File: src/rtl/clk_divider_multi_if.sv
// Bus between the divisor programmer and clk_divider_multi.
// With CLK_DIV_PHASE_SYNC_EN defined, a phase-sync strobe is added to the bus.
interface clk_divider_multi_if #(
    parameter int WIDTH    = 32,
    parameter int CHANNELS = 4,
    parameter int SEL_W    = 2
);
    logic                update;
    logic [SEL_W-1:0]    sel;
    logic [WIDTH-1:0]    div;
    logic [CHANNELS-1:0] div_clk;
    logic [CHANNELS-1:0] tick;
    logic [CHANNELS-1:0] pending;
`ifdef CLK_DIV_PHASE_SYNC_EN
    logic                sync;

    modport master (output update, sel, div, sync, input div_clk, tick, pending);
    modport slave  (input update, sel, div, sync, output div_clk, tick, pending);
`else
    modport master (output update, sel, div, input div_clk, tick, pending);
    modport slave  (input update, sel, div, output div_clk, tick, pending);
`endif
endinterface

File: src/rtl/clk_divider_multi.sv
// Multi-channel glitch-free clock divider with staged divisor updates.
// Optional CLK_DIV_PHASE_SYNC_EN adds a sync strobe that re-phases all channels.
module clk_divider_lane #(
    parameter int WIDTH = 32
) (
    input  logic             clk,
    input  logic             nRst,
    input  logic             wr,
    input  logic             sync,
    input  logic [WIDTH-1:0] wdata,
    output logic             div_clk,
    output logic             tick,
    output logic             pending
);
    logic [WIDTH-1:0] d, s, cnt, d_nxt, cnt_nxt;
    logic             p, p_clr, primed, primed_nxt, run, run_nxt, clk_nxt;

    assign run     = d > WIDTH'(1);
    assign pending = p;

    always_comb begin
        d_nxt      = d;
        cnt_nxt    = cnt;
        primed_nxt = 1'b0;
        p_clr      = 1'b0;
        if (sync) begin
            if (p) begin
                d_nxt = s;
                p_clr = 1'b1;
            end
            cnt_nxt    = '0;
            primed_nxt = 1'b1;
        end else if (!run) begin
            cnt_nxt = '0;
            if (p) begin
                d_nxt      = s;
                p_clr      = 1'b1;
                primed_nxt = 1'b1;
            end
        end else if (primed) begin
            // load edge held output low; this edge delivers phase 0 (the rise)
            cnt_nxt = '0;
        end else if (cnt == d - WIDTH'(1)) begin
            cnt_nxt = '0;
            if (p) begin
                d_nxt = s;
                p_clr = 1'b1;
            end
        end else begin
            cnt_nxt = cnt + WIDTH'(1);
        end
        run_nxt = d_nxt > WIDTH'(1);
        clk_nxt = run_nxt && !primed_nxt && (cnt_nxt < (d_nxt >> 1));
    end

    always_ff @(posedge clk) begin
        if (!nRst) begin
            d       <= '0;
            s       <= '0;
            cnt     <= '0;
            p       <= 1'b0;
            primed  <= 1'b0;
            div_clk <= 1'b0;
            tick    <= 1'b0;
        end else begin
            d       <= d_nxt;
            cnt     <= cnt_nxt;
            primed  <= primed_nxt && run_nxt;
            div_clk <= clk_nxt;
            tick    <= clk_nxt && !div_clk;
            // a write on the apply edge re-stages for the following period
            if (wr) begin
                s <= wdata;
                p <= 1'b1;
            end else if (p_clr) begin
                p <= 1'b0;
            end
        end
    end
endmodule

module clk_divider_multi #(
    parameter int WIDTH    = 32,
    parameter int CHANNELS = 4,
    parameter int SEL_W    = 2
) (
    input logic               clk,
    input logic               nRst,
    clk_divider_multi_if.slave bus
);
    logic sync_s;

`ifdef CLK_DIV_PHASE_SYNC_EN
    assign sync_s = bus.sync;
`else
    assign sync_s = 1'b0;
`endif

    // selects at or above CHANNELS match no lane and are dropped
    for (genvar ch = 0; ch < CHANNELS; ch++) begin : g_lane
        clk_divider_lane #(.WIDTH(WIDTH)) u_lane (
            .clk     (clk),
            .nRst    (nRst),
            .wr      (bus.update && (bus.sel == SEL_W'(ch))),
            .sync    (sync_s),
            .wdata   (bus.div),
            .div_clk (bus.div_clk[ch]),
            .tick    (bus.tick[ch]),
            .pending (bus.pending[ch])
        );
    end
endmodule
File: src/flat_wrapper.sv
// flat-port wrapper written by rule: the top's interface ports become plain ports
module clk_divider_multi_flat 
#(
    parameter int WIDTH    = 32,
    parameter int CHANNELS = 4,
    parameter int SEL_W    = 2
)
  (clk, nRst, bus_update, bus_sel, bus_div, bus_div_clk, bus_tick, bus_pending);
  clk_divider_multi_if #(.WIDTH(WIDTH), .CHANNELS(CHANNELS), .SEL_W(SEL_W)) bus_i ();
  input logic clk;
  input logic nRst;
  input wire logic [$bits(bus_i.update)-1:0] bus_update;
  input wire logic [$bits(bus_i.sel)-1:0] bus_sel;
  input wire logic [$bits(bus_i.div)-1:0] bus_div;
  output wire logic [$bits(bus_i.div_clk)-1:0] bus_div_clk;
  output wire logic [$bits(bus_i.tick)-1:0] bus_tick;
  output wire logic [$bits(bus_i.pending)-1:0] bus_pending;
  assign bus_i.update = bus_update;
  assign bus_i.sel = bus_sel;
  assign bus_i.div = bus_div;
  assign bus_div_clk = bus_i.div_clk;
  assign bus_tick = bus_i.tick;
  assign bus_pending = bus_i.pending;
  clk_divider_multi #(.WIDTH(WIDTH), .CHANNELS(CHANNELS), .SEL_W(SEL_W)) u_core (.clk(clk), .nRst(nRst), .bus(bus_i));
endmodule
File: config.mk
export PLATFORM = sky130hd
export DESIGN_NAME = clk_divider_multi_flat
export DESIGN_NICKNAME = d
export VERILOG_FILES = /design/src/rtl/clk_divider_multi_if.sv /design/src/rtl/clk_divider_multi.sv /design/src/flat_wrapper.sv
export SDC_FILE = /design/constraint.sdc
export NUM_CORES = 1
export LEC_CHECK = 0
export ABC_CLOCK_PERIOD_IN_PS = 4940
export CAP_MARGIN = 0
export CORE_UTILIZATION = 47
export DETAILED_ROUTE_END_ITERATION = 6
export GPL_ROUTABILITY_DRIVEN = 0
export PLACE_DENSITY_LB_ADDON = 0.2
export RECOVER_POWER = 25
export SYNTH_ARGS = -nofsm -noshare
export SYNTH_HDL_FRONTEND = slang
export SYNTH_SLANG_ARGS = --single-unit
File: constraint.sdc
create_clock -name clk -period 4.94 [get_ports clk]
set_input_delay 0.988 -clock clk [delete_from_list [all_inputs] [get_ports clk]]
set_output_delay 0.988 -clock clk [all_outputs]
set_load 0.1 [all_outputs]
==> results of run 1 <==
## layout by cell type, fill, tap and decap left out, types with 47 or more instances in the layout
master,instances
xor2_1,131
dfxtp_1,393
a21oi_1,174
nor3_1,188
nand4_1,85
xnor2_1,134
nand3_1,68
ha_1,119
clkdlybuf4s50_1,47
nand2_1,360
nor4_1,61
buf_4,382
mux2i_1,87
clkbuf_16,48
nor2_1,353
## flip-flops by register name, summed over array words and instances, names as in the netlist
signal	cells
u_core.g_lane.u_lane.cnt	128
u_core.g_lane.u_lane.d	128
u_core.g_lane.u_lane.div_clk	4
u_core.g_lane.u_lane.pending	4
u_core.g_lane.u_lane.primed	4
u_core.g_lane.u_lane.s	128
u_core.g_lane.u_lane.tick	4
## final cells by class
type	instances	area share, %
clock inverters	10	0.532
flip-flops and latches	400	26.4
well taps	672	2.77
clock buffers	69	4.48
repair buffers	461	12.7
inverters	45	0.581
multi-input cells	2350	52.6
## worst max-delay path, delay by kind of cell (launching register included)
family	cells	cell delay, ps
DFF	1	320
and+or+nand+nor	8	2670
AOI/OAI and AO/OA	7	1180
buffers and inverters	2	390
muxes	1	200
adders and majority gates	1	280
## cells by family after synthesis
| family | Yosys count |
|---|---|
| AO/OA/AOI/OAI | 431 |
| buffers and inverters | 220 |
| flip-flops | 400 |
| AND/OR/NAND/NOR | 1388 |
| multiplexers | 131 |
| XOR/XNOR | 268 |
| adder cells (fa/ha/maj) | 132 |
## through the flow
step | total power [mW] | util (%) | setup slack, ps | cells | setup TNS [ps]
2_1_floorplan | 3.81 | - | -66.7 | 2970 | -111
3_3_place_gp | 4.13 | 54.6 | -340 | 3882 | -1630
3_5_place_dp | 4.14 | 54.6 | -463 | 3882 | -2340
4_1_cts | 7.65 | 58.9 | -164 | 3985 | -439
5_1_grt | 7.90 | 60.6 | -395 | 4007 | -1920
6_report | 7.66 | 60.6 | -141 | 4007 | -512
## worst max-delay path by stage
stage | slack [ps] | depth (start not counted) | end | start
floorplan | -70 | 21 | u_core.g_lane[1].u_lane.tick | u_core.g_lane[1].u_lane.d[5]
global placement | -340 | 18 | u_core.g_lane[1].u_lane.div_clk | u_core.g_lane[1].u_lane.d[1]
detailed placement | -460 | 21 | u_core.g_lane[2].u_lane.tick | u_core.g_lane[2].u_lane.d[1]
CTS | -160 | 19 | u_core.g_lane[1].u_lane.tick | u_core.g_lane[1].u_lane.d[6]
global route | -390 | 22 | u_core.g_lane[1].u_lane.tick | u_core.g_lane[1].u_lane.d[1]
finish | -140 | 19 | u_core.g_lane[1].u_lane.tick | u_core.g_lane[1].u_lane.d[7]
## timing repair
| action | in CTS | in global routing |
|---|---|---|
| pin swaps | 34 | 51 |
| gates resized for setup | 94 | 127 |
| hold buffers | 0 | 0 |
| cloned | 3 | 1 |
| buffers inserted | 22 | 21 |
| setup endpoints to repair | 8 | 8 |
## where the power goes
part	leakage (nW)	internal, mW	switching [mW]	total [mW]
clock	0.735	2.09	1.40	3.50
combinational	8.56	0.344	0.490	0.834
sequential	3.23	3.27	0.0626	3.33
total	12.5	5.71	1.95	7.66
## per-layer routing
layer  global-route usage (%)  up-vias
met1                     38.9    11300
met3                     4.11      185
met4                     11.0        0
li1                         -    11200
met2                     49.8      814
met5                        0        -
==> flow_summary_export.csv, run 1 <==
group,metric,value,unit
worst_setup_path,cp_cell_sequence,"or4_4 > nor4_4 > o221ai_1 > or4_1 > or4_4 > nor4_4 > a32oi_4 > buf_6 > mux2i_2 > ha_1 > a21o_1 > a21o_1 > a211oi_2 > buf_4 > o21ai_2 > nor4b_2 > o211ai_1 > nor3_2 > nor3b_2",
die,die-height,227,um
synth,yosysSeqAreaShare,33.7,%
routing,met2_wirelength,36.5,mm
min_path,hold_class,"flip-flop to flip-flop",
layout,fillerInstances,4415,
layout,final_net_count,3472,
synth,async_flop_share,0,%
die,start_util,47.5,%
clock_network,clk_pin_slew,60,ps
placement,dp_hpwl,58.1,mm
synth,synthTopCellsByCount,"400 x dfxtp_1, 362 x nand2_1, 354 x nor2_1",
synth,yosys.area_share.adder,6.95,%
synth,synth-main-ff-cell,"dfxtp_1",
synth,synth_area_per_cell,8.00,um^2
clock_network,cts_tree,"yes",
global_route,grt_use_total,29.8,%
synth,synth.distinct_cells,88,
worst_setup_path,reg2reg_depth,19,
job,cap_violations,0,
clock_network,cts-root-buf,"clkbuf_16",
die,die_w,227,um
sta,worst_pin_slew,1210,ps
synth,synth_area,23800,um^2
synth,post-synth-top-count-cell,"dfxtp_1",
min_path,holdPathEnd,"u_core.g_lane[1].u_lane.s[0]",
worst_setup_path,crit_required,5470,ps
worst_setup_path,reg2reg_from,"u_core.g_lane[1].u_lane.d[7]",
routing,first_iter_violations,1975,
global_route,grt_pass1_wl,121,mm
placement,port_buffers,48,
status,violations,"setup timing",
layout,regArea,8020,um^2
sta,worst_slack,-141,ps
global_route,first_global_vias,22600,
routing,route.detailed.drc,0,
power_and_ir_drop,p_leak,12.5,nW
synth,synth_mux_area_share,5.56,%
layout,areaGrowthSynthToFinish,27.6,%
placement,place_area,27300,um^2
sta,hold_viol,0,
status,status,"finished with violations",
layout,multi_input_area,15900,um^2
synth,yosys.area_share.simple,28.6,%
worst_setup_path,crit_path_start_kind,"flip-flop",
sta,drv_slew,0,
synth,synth_fp_nets,3139,
global_route,antenna_found_initial,0,
clock_network,numCtsBuffers,45,
routing,dr.max_layer_used,"met4",
clock_network,clock_latency,590,ps
worst_setup_path,r2r_slack,-140,ps
worst_setup_path,crit_path_max_incr_delay,570,ps
sta,setup_viol,5,
die,coreArea,50100,um^2
sta,rsz0062_at_grt,"true",
sta,period_share,103,%
synth,yosysTopAreaCell,"dfxtp_1",
clock_network,htreeDepth,2,
routing,dr_total_vias,23500,
min_path,hold_depth,2,
worst_setup_path,path_class,"flip-flop to flip-flop",
routing,vias_per_cell,5.86,
sta,finClkSkew,13.4,ps
sta,hold_slack,461,ps
synth,syn_inst,2970,
layout,fin_area,30300,um^2
layout,insertedDiodeCount,0,
worst_setup_path,path_max_fanout,6,
synth,synth_edf_count,0,
synth,yosysTopAreaCellShare,33.7,%
global_route,grt_max_degree,130,
synth,synthTopCellsByArea,"dfxtp_1 34%, ha_1 6.9%, nand2_1 5.7%",
clock_network,cts_max_path_buffers,3,
worst_setup_path,worst_setup_path_end_kind,"flip-flop",
die,rows,82,
synth,synthXorXnorAreaFrac,9.93,%
global_route,overflow,0,
die,die-area,51500,um^2
synth,synth_top_family_by_area,"simple AND/OR/NAND/NOR gates",
routing,drtAntennaViolNets,0,
routing,dr_wl_met3,5.01,mm
clock_network,cts.sinks,400,
sta,fin_crit,5080,ps
worst_setup_path,crit_arrival,5610,ps
routing,drt-met1-wl,33.9,mm
worst_setup_path,r2r_end,"u_core.g_lane[1].u_lane.tick",
sta,maxSlewHeadroom,19.2,%
worst_setup_path,cp_slowest_cell,"or4_4",
routing,routed_wl,78.3,mm
min_path,min-delay-start,"u_core.g_lane[1].u_lane.s[0]",
sta,fmaxAchievable,197,MHz
layout,drive_gt1_share,20.4,%
routing,avgRoutedWirePerCell,19.5,um
die,ios,49,
power_and_ir_drop,peakVddDrop,0.229,mV
routing,drtPass1Iterations,6,
power_and_ir_drop,powerDensity,253,nW/um^2
synth,synth_compound_area_share,11.5,%
synth,ys_ff_latch,400,
synth,synth-warning-count,0,
(Power assumes the default switching activity.)
==> run 2: changes to the inputs <==
--- a/config.mk
+++ b/config.mk
@@ -10,7 +10,7 @@
 export CORE_UTILIZATION = 47
 export DETAILED_ROUTE_END_ITERATION = 6
 export GPL_ROUTABILITY_DRIVEN = 0
-export PLACE_DENSITY_LB_ADDON = 0.2
+export PLACE_DENSITY = 0.65
 export RECOVER_POWER = 25
 export SYNTH_ARGS = -nofsm -noshare
 export SYNTH_HDL_FRONTEND = slang
==> flow_summary_export.csv, run 2 (synthesis gave the netlist of run 1 again) <==
group,metric,value,unit
power_and_ir_drop,peakVddDrop,0.254,mV
sta,worst_slack,-303,ps
die,coreArea,50100,um^2
sta,fin_setup_tns,-1330,ps
sta,fmaxAchievable,191,MHz
sta,finClkSkew,27.9,ps
die,start_util,47.5,%
worst_setup_path,cp_slowest_cell,"or4_4",
sta,period_share,106,%
layout,fillerInstances,4379,
layout,drive_gt1_share,20.6,%
die,die-area,51500,um^2
sta,hold_viol,0,
status,status,"finished with violations",
min_path,hold_class,"flip-flop to flip-flop",
layout,regArea,8030,um^2
placement,port_buffers,48,
global_route,grt_pass1_wl,124,mm
worst_setup_path,worst_setup_path_end_kind,"flip-flop",
sta,setup_viol,8,
routing,routed_wl,79.9,mm
layout,final_net_count,3460,
global_route,grt_max_degree,137,
routing,route.detailed.drc,0,
power_and_ir_drop,p_int,5.63,mW
placement,dp.cells,3847,
status,violations,"capacitance limit, slew limit, setup timing",
routing,drtAntennaViolNets,0,
clock_network,cts.sinks,400,
global_route,overflow,0,
die,die-height,227,um
placement,dp_hpwl,58.1,mm
sta,fin_crit,5240,ps
clock_network,cts_max_path_buffers,3,
routing,vias_per_cell,5.96,
sta,rsz0062_at_grt,"true",
power_and_ir_drop,switching_power,2.01,mW
routing,drtPass1Iterations,6,
worst_setup_path,crit_path_start_kind,"flip-flop",
global_route,first_global_vias,23100,
clock_network,cts_hold_buf,0,
sta,maxSlewHeadroom,-35.8,%
clock_network,numCtsBuffers,44,
worst_setup_path,cp_cell_sequence,"or4_4 > nor4_4 > o221ai_1 > or4_1 > or4_4 > nor4_4 > a32oi_4 > buf_12 > buf_4 > mux2i_1 > ha_2 > a21o_1 > a21o_1 > a21oi_2 > nor3_1 > o21ai_1 > o21ai_1 > nor4b_2 > o211ai_1 > nor3_2 > nor3b_2",
sta,worst_pin_slew,2030,ps
layout,reg.largest.list,"u_core.g_lane.u_lane.cnt: 128 flops, u_core.g_lane.u_lane.d: 128 flops, u_core.g_lane.u_lane.s: 128 flops",
power_and_ir_drop,p_leak,12.5,nW
clock_network,clock_latency,610,ps
job,cap_violations,1,
die,die_w,227,um
layout,stdcell_count,3998,
power_and_ir_drop,clockPowerShare,45.0,%
layout,layout_commonest_cell,"dfxtp_1",
worst_setup_path,path_max_fanout,4,
die,rows,82,
layout,fin_util,60.8,%
routing,dr_total_vias,23800,
layout,final_cell_mix,"390 x dfxtp_1, 358 x nand2_1, 357 x buf_4",
sta,drv_slew,33,
clock_network,htreeDepth,2,
worst_setup_path,crit_path_max_incr_delay,550,ps
power_and_ir_drop,switching_share,26.4,%
clock_network,cts_tree,"yes",
layout,multi_input_area,16100,um^2
die,ios,49,
layout,insertedDiodeCount,0,
clock_network,clk_pin_slew,60,ps
worst_setup_path,crit_arrival,5750,ps
sta,hold_slack,471,ps
routing,first_iter_violations,2111,
worst_setup_path,path_buf_inv,2,
layout,areaGrowthSynthToFinish,28.1,%
worst_setup_path,crit_required,5450,ps
power_and_ir_drop,combinationalPowerShare,11.3,%
power_and_ir_drop,p_seq_share,43.6,%
worst_setup_path,crit_family,"simple AND/OR/NAND/NOR gates",
clock_network,cts-root-buf,"clkbuf_16",
power_and_ir_drop,powerDensity,251,nW/um^2
global_route,antenna_found_initial,0,
global_route,grt_use_total,30.3,%
worst_setup_path,path_class,"flip-flop to flip-flop",
routing,avgRoutedWirePerCell,20.0,um
==> run 2: worst paths after layout <==
path,slack (ps),from,cells past startpoint,endpoint
worst min-delay path,470,u_core.g_lane[2].u_lane.s[0],2,u_core.g_lane[2].u_lane.s[0]
worst max-delay path,-300,u_core.g_lane[1].u_lane.d[5],21,u_core.g_lane[1].u_lane.tick
worst max register to register,-300,u_core.g_lane[1].u_lane.d[5],21,u_core.g_lane[1].u_lane.tick
worst min register to register,470,u_core.g_lane[2].u_lane.s[0],2,u_core.g_lane[2].u_lane.s[0]
==> run 2: worst register-to-register path: stages, from the launching register on <==
cell and delay [ps]:
dfxtp_4 350, or4_4 550, nor4_4 310, o221ai_1 140, or4_1 530, or4_4 460, nor4_4 240, a32oi_4 220
buf_12 220, buf_4 130, mux2i_1 140, ha_2 190, a21o_1 190, a21o_1 190, a21oi_2 200, nor3_1 70
o21ai_1 150, o21ai_1 110, nor4b_2 240, o211ai_1 150, nor3_2 210, nor3b_2 180
==> run 2: area by class of cell <==
class | count | area share [%]
multi-input combinational | 2350 | 52.9
sequential | 400 | 26.4
timing repair buffer | 450 | 12.5
clock buffer | 60 | 3.98
tap | 672 | 2.76
clock inverter | 21 | 0.859
inverter | 45 | 0.596
==> run 2: per-layer routing <==
metal	routed length [um]	vias to the layer above	part of all wire, %	global-route usage (%)
met5	0	-	0	0
met4	3190	0	4.0	12.4
met3	5370	215	6.7	4.19
met2	37100	918	46	50.2
met1	34200	11500	43	39.5
li1	-	11200	-	-
==> run 2: power groups by stage <==
stage,Sequential (mW),Combinational (mW),Clock (mW)
2_1_floorplan,3.37,0.445,0
4_1_cts,3.33,0.814,3.48
3_3_place_gp,3.40,0.719,0
5_1_grt,3.33,0.923,3.61
3_5_place_dp,3.40,0.731,0
6_report,3.33,0.867,3.44
==> run 2: metrics by stage <==
| step | setup WS, ps | instance area, um^2 | power, mW |
|---|---|---|---|
| after floorplan | -66.7 | 23900 | 3.81 |
| after global placement | -360 | 27000 | 4.12 |
| after detailed placement | -554 | 27000 | 4.13 |
| after CTS | -354 | 29500 | 7.62 |
| after global routing | -510 | 30500 | 7.87 |
| final | -303 | 30500 | 7.64 |
==> run 2: what timing repair did <==
action / in CTS / in global routing
gates cloned: 3 / 2
pin swaps: 41 / 72
endpoints found under the setup margin: 8 / 8
buffers inserted: 44 / 27
gates resized for setup: 121 / 152
